### config.mk
export PLATFORM = sky130hd
export DESIGN_NAME = minterm_scanner
export DESIGN_NICKNAME = d
export VERILOG_FILES = /design/src/rtl/minterm_pkg.sv /design/src/rtl/tt_bit_select.sv /design/src/rtl/minterm_scanner.sv
export SDC_FILE = /design/constraint.sdc
export NUM_CORES = 1
export LEC_CHECK = 0
export CAP_MARGIN = 10
export CELL_PAD_IN_SITES_DETAIL_PLACEMENT = 0
export CELL_PAD_IN_SITES_GLOBAL_PLACEMENT = 1
export CORE_ASPECT_RATIO = 1.4
export CORE_UTILIZATION = 38
export DETAILED_ROUTE_END_ITERATION = 10
export PLACE_DENSITY = 0.76
export SYNTH_ARGS = -nofsm -noshare
export SYNTH_HDL_FRONTEND = slang
export SYNTH_SLANG_ARGS = --single-unit
### constraint.sdc
create_clock -name clk -period 2.39 [get_ports clk]
set_input_delay 0.239 -clock clk [delete_from_list [all_inputs] [get_ports clk]]
set_output_delay 0.239 -clock clk [all_outputs]
set_load 0.02 [all_outputs]
### src/rtl/minterm_pkg.sv
// Shared definitions for the minterm scanner: truth-table geometry,
// counter width and the scanner FSM state encoding.
package minterm_pkg;

    localparam int NUM_VARS  = 4;
    localparam int TT_WIDTH  = 16;
    localparam int CNT_WIDTH = 5;

    typedef enum logic [1:0] {
        IDLE = 2'd0,
        SCAN = 2'd1,
        EMIT = 2'd2,
        DONE = 2'd3
    } state_t;

endpackage

### src/rtl/tt_bit_select.sv
// Combinational 16:1 selector returning one bit of the latched truth table.
// Ports:
//   tt      - latched truth table
//   idx     - minterm number to look up
//   bit_out - tt[idx]
module tt_bit_select
    import minterm_pkg::*;
(
    input  logic [TT_WIDTH-1:0] tt,
    input  logic [NUM_VARS-1:0] idx,
    output logic                bit_out
);

    assign bit_out = tt[idx];

endmodule

### src/rtl/minterm_scanner.sv
// Streams the minterm list of a 4-variable function given as a truth table.
// Minterm numbers leave in ascending order over a valid/ready handshake.
// Ports:
//   clk, rst  - clock and synchronous active-high reset
//   start     - scan request, only looked at in IDLE
//   tt        - truth table, bit i = F(i); latched when the scan starts
//   m_ready   - downstream accepts m_index
//   m_valid   - m_index holds a minterm number
//   m_index   - minterm number
//   busy      - scan in progress (start edge until DONE is entered)
//   done      - one-cycle pulse at scan end
//   count     - minterms emitted in the last or current scan (0..16)
//
// state | meaning
// IDLE  | waiting for start
// SCAN  | testing latched_tt[idx]
// EMIT  | presenting idx as a minterm, waiting for m_ready
// DONE  | done pulse visible, returning to IDLE
module minterm_scanner
    import minterm_pkg::*;
(
    input  logic                 clk,
    input  logic                 rst,
    input  logic                 start,
    input  logic [TT_WIDTH-1:0]  tt,
    input  logic                 m_ready,
    output logic                 m_valid,
    output logic [NUM_VARS-1:0]  m_index,
    output logic                 busy,
    output logic                 done,
    output logic [CNT_WIDTH-1:0] count
);

    state_t                state;
    logic [TT_WIDTH-1:0]   latched_tt;
    logic [NUM_VARS-1:0]   idx;
    logic                  cur_bit;

    tt_bit_select u_sel (
        .tt      (latched_tt),
        .idx     (idx),
        .bit_out (cur_bit)
    );

    // done and busy are set on the edge that enters DONE so both are
    // registered and the pulse is visible for the single DONE cycle.
    always_ff @(posedge clk) begin
        if (rst) begin
            state      <= IDLE;
            latched_tt <= '0;
            idx        <= '0;
            m_valid    <= 1'b0;
            m_index    <= '0;
            busy       <= 1'b0;
            done       <= 1'b0;
            count      <= '0;
        end else begin
            done <= 1'b0;
            case (state)
                IDLE: begin
                    if (start) begin
                        latched_tt <= tt;
                        idx        <= '0;
                        count      <= '0;
                        busy       <= 1'b1;
                        state      <= SCAN;
                    end
                end
                SCAN: begin
                    if (cur_bit) begin
                        m_index <= idx;
                        m_valid <= 1'b1;
                        state   <= EMIT;
                    end else if (idx == 4'd15) begin
                        busy  <= 1'b0;
                        done  <= 1'b1;
                        state <= DONE;
                    end else begin
                        idx <= idx + 4'd1;
                    end
                end
                EMIT: begin
                    if (m_ready) begin
                        m_valid <= 1'b0;
                        count   <= count + 5'd1;
                        if (idx == 4'd15) begin
                            busy  <= 1'b0;
                            done  <= 1'b1;
                            state <= DONE;
                        end else begin
                            idx   <= idx + 4'd1;
                            state <= SCAN;
                        end
                    end
                end
                DONE: begin
                    state <= IDLE;
                end
                default: state <= IDLE;
            endcase
        end
    end

endmodule

==> results <==
-- through the flow --
stage | instances | util
3_5_place_dp | 294 | 0.4903
6_report | 301 | 0.5088
2_1_floorplan | 208 | -
5_1_grt | 301 | 0.5088
3_3_place_gp | 294 | 0.4903
4_1_cts | 301 | 0.5088
-- where the power goes --
group          internal [mW]  switching, mW
Combinational          0.271          0.345
Sequential             0.643         0.0617
Clock                  0.195          0.201
-- synthesized netlist by cell type (2+ instances only) --
cell	n
nor2b_1	3
inv_1	7
clkbuf_1	8
o21bai_1	2
nor2_1	15
mux2_2	4
o21ai_0	6
o21ai_1	7
nand3_1	5
mux2i_1	4
o21ai_2	2
a21oi_1	23
o221ai_2	3
mux4_2	2
ha_1	6
buf_2	2
nand2b_1	5
dfxtp_1	34
nand2_1	47
-- per-layer routing --
metal / global-route usage / vias up / routed length, µm
met5: 0 / - / 0
met3: 0.03780 / 10 / 146
met4: 0.09286 / 0 / 105
met2: 0.2898 / 39 / 1798
li1: - / 783 / -
met1: 0.2109 / 690 / 1654
-- logic make-up after synthesis --
kind of cell               count (synthesis)  share of synthesized area
buffers and inverters                     18                    0.04519
and+or+nand+nor                           84                     0.2230
muxes                                     10                    0.07580
AOI/OAI and AO/OA                         54                     0.2055
xor gates and xnor gates                   2                    0.01021
DFF                                       34                     0.3965
adders and majority gates                  6                    0.04373
-- flip-flops by register name, indices dropped and copies added (netlist names) --
register and flops:
busy 1, count 5, done 1, idx 4, latched_tt 16, m_index 4
m_valid 1, state 2
-- area by class of cell --
class	instances	area [µm²]
clock inverter	2	10.01
fill	450	2100
sequential	34	680.7
tap	60	75.07
timing repair buffer	37	355.3
inverter	7	26.28
clock buffer	5	68.82
multi-input combinational	156	958.4
-- path summary, 6_finish.rpt --
check	slack, ns	start	to	cells past startpoint
worst min-delay path	0.45	latched_tt[14]	latched_tt[14]	2
worst min register to register	0.45	latched_tt[14]	latched_tt[14]	2
worst max-delay path	0.30	idx[0]	busy	5
worst max register to register	0.30	idx[0]	busy	5
-- critical path, cell delays in order, from the launching register on --
cell     delay [ns]
dfxtp_1        0.50
mux4_2         0.58
o21ai_2        0.16
o22ai_1        0.26
or3b_1         0.42
a21oi_1        0.12
==> reports/results.txt <==
status: finished clean
Leak: 0.7937 nW
Port Buffers: 31
Synth Area per Inst: 8.253 µm²
CP Data Arrival Time: 2.32 ns
max_cap viols: 0
area leader, netlist: dfxtp_1
hold-fix buffers at CTS: 0
FMAX: 0.4777 GHz
ys async rst share: 0
share of layout cells above drive strength 1: 0.1120
Yosys warnings: 0
Vias: 1522
clock latency on the worst-skew pair: 0.29 ns
post-synth top area share: 0.3965
mapped cell area: 0.001717 mm²
final worst-path cycle share: 0.8759
Worst setup SP type: flop
Final setup viols: 0
RSZ-0062 raised after global routing: no
final net count: 267
Via density: 5.056
element type at the critical path end: flop
Yosys reg bits: 34
count of cell types in the netlist: 42
CTS sink cnt: 34
htree depth: 2
HPWL after DPL: 2671 µm
synth top area cells: dfxtp_1 40%, nand2_1 10%, a21oi_1 6.7%, ha_1 4.4%, nor2_1 3.3%
most frequent cells in the layout: 47 x nand2_1, 34 x dfxtp_1, 31 x clkdlybuf4s50_1
fin. max-slew vios: 0
grt ovf: 0
drt total wl: 3704 µm
Final Hold Fails: 0
Slew HR: 0.5199
worst hold slack: 0.4539 ns
post-synthesis sequential area ratio: 0.3965
DRC Markers: 0
Syn Nets: 234
initial antenna violation count: 0
first drt pass iteration count: 4
clock buffer depth: 2
Area growth syn-to-layout: 26.68%
first-pass GRT wire length: 6382 µm
Cells after Synth: 208
total track usage: 0.1755
Peak VDD IR: 0.3460 mV
Req. time, crit path: 2.61 ns
CTS Buf Count: 5
Fin Setup TNS: 0 ns
die footprint: 0.004794 mm²
Pwr Density: 789.5 mW/mm²
Post-synth top flop: dfxtp_1
largest net degree at the start of global routing: 35
Starting DRT DRC Count: 61
Ant. Diodes: 0
most common cell after layout, fill and taps aside: nand2_1
post-CTS sizing: 0
Final Wtd Congestion: 0.8259
core area: 0.004274 mm²
TritonCTS clock tree: done
HP Class: flop to flop
setup bufs post-CTS: 0
Setup WS pre-CTS: 0.2895 ns
Setup Skew: 0.007083 ns
Total Power: 1.717 mW
finished layout cell area: 0.002175 mm²
Top Ports: 32
Worst-Margin Slew: 0.7201 ns
EDFF count, synth: 0
Antenna Nets Post-Route: 0
vias in the first global route: 1416
clock slew at reported path FFs: 0.07 ns
critical path fanouts, max: 10
fin crit period: 2.093 ns
initial core utilization: 0.4016
Root Driver: clkbuf_8
placed cell area: 0.002096 mm²
drt wl/cell: 12.31 µm
Setup WS post-layout: 0.2965 ns
die height: 81.53 µm
Worst Setup Path Type: flop to flop
die extent in x: 58.81 µm
Row Count: 28
Note: power is estimated with default switching activity, not from simulation.
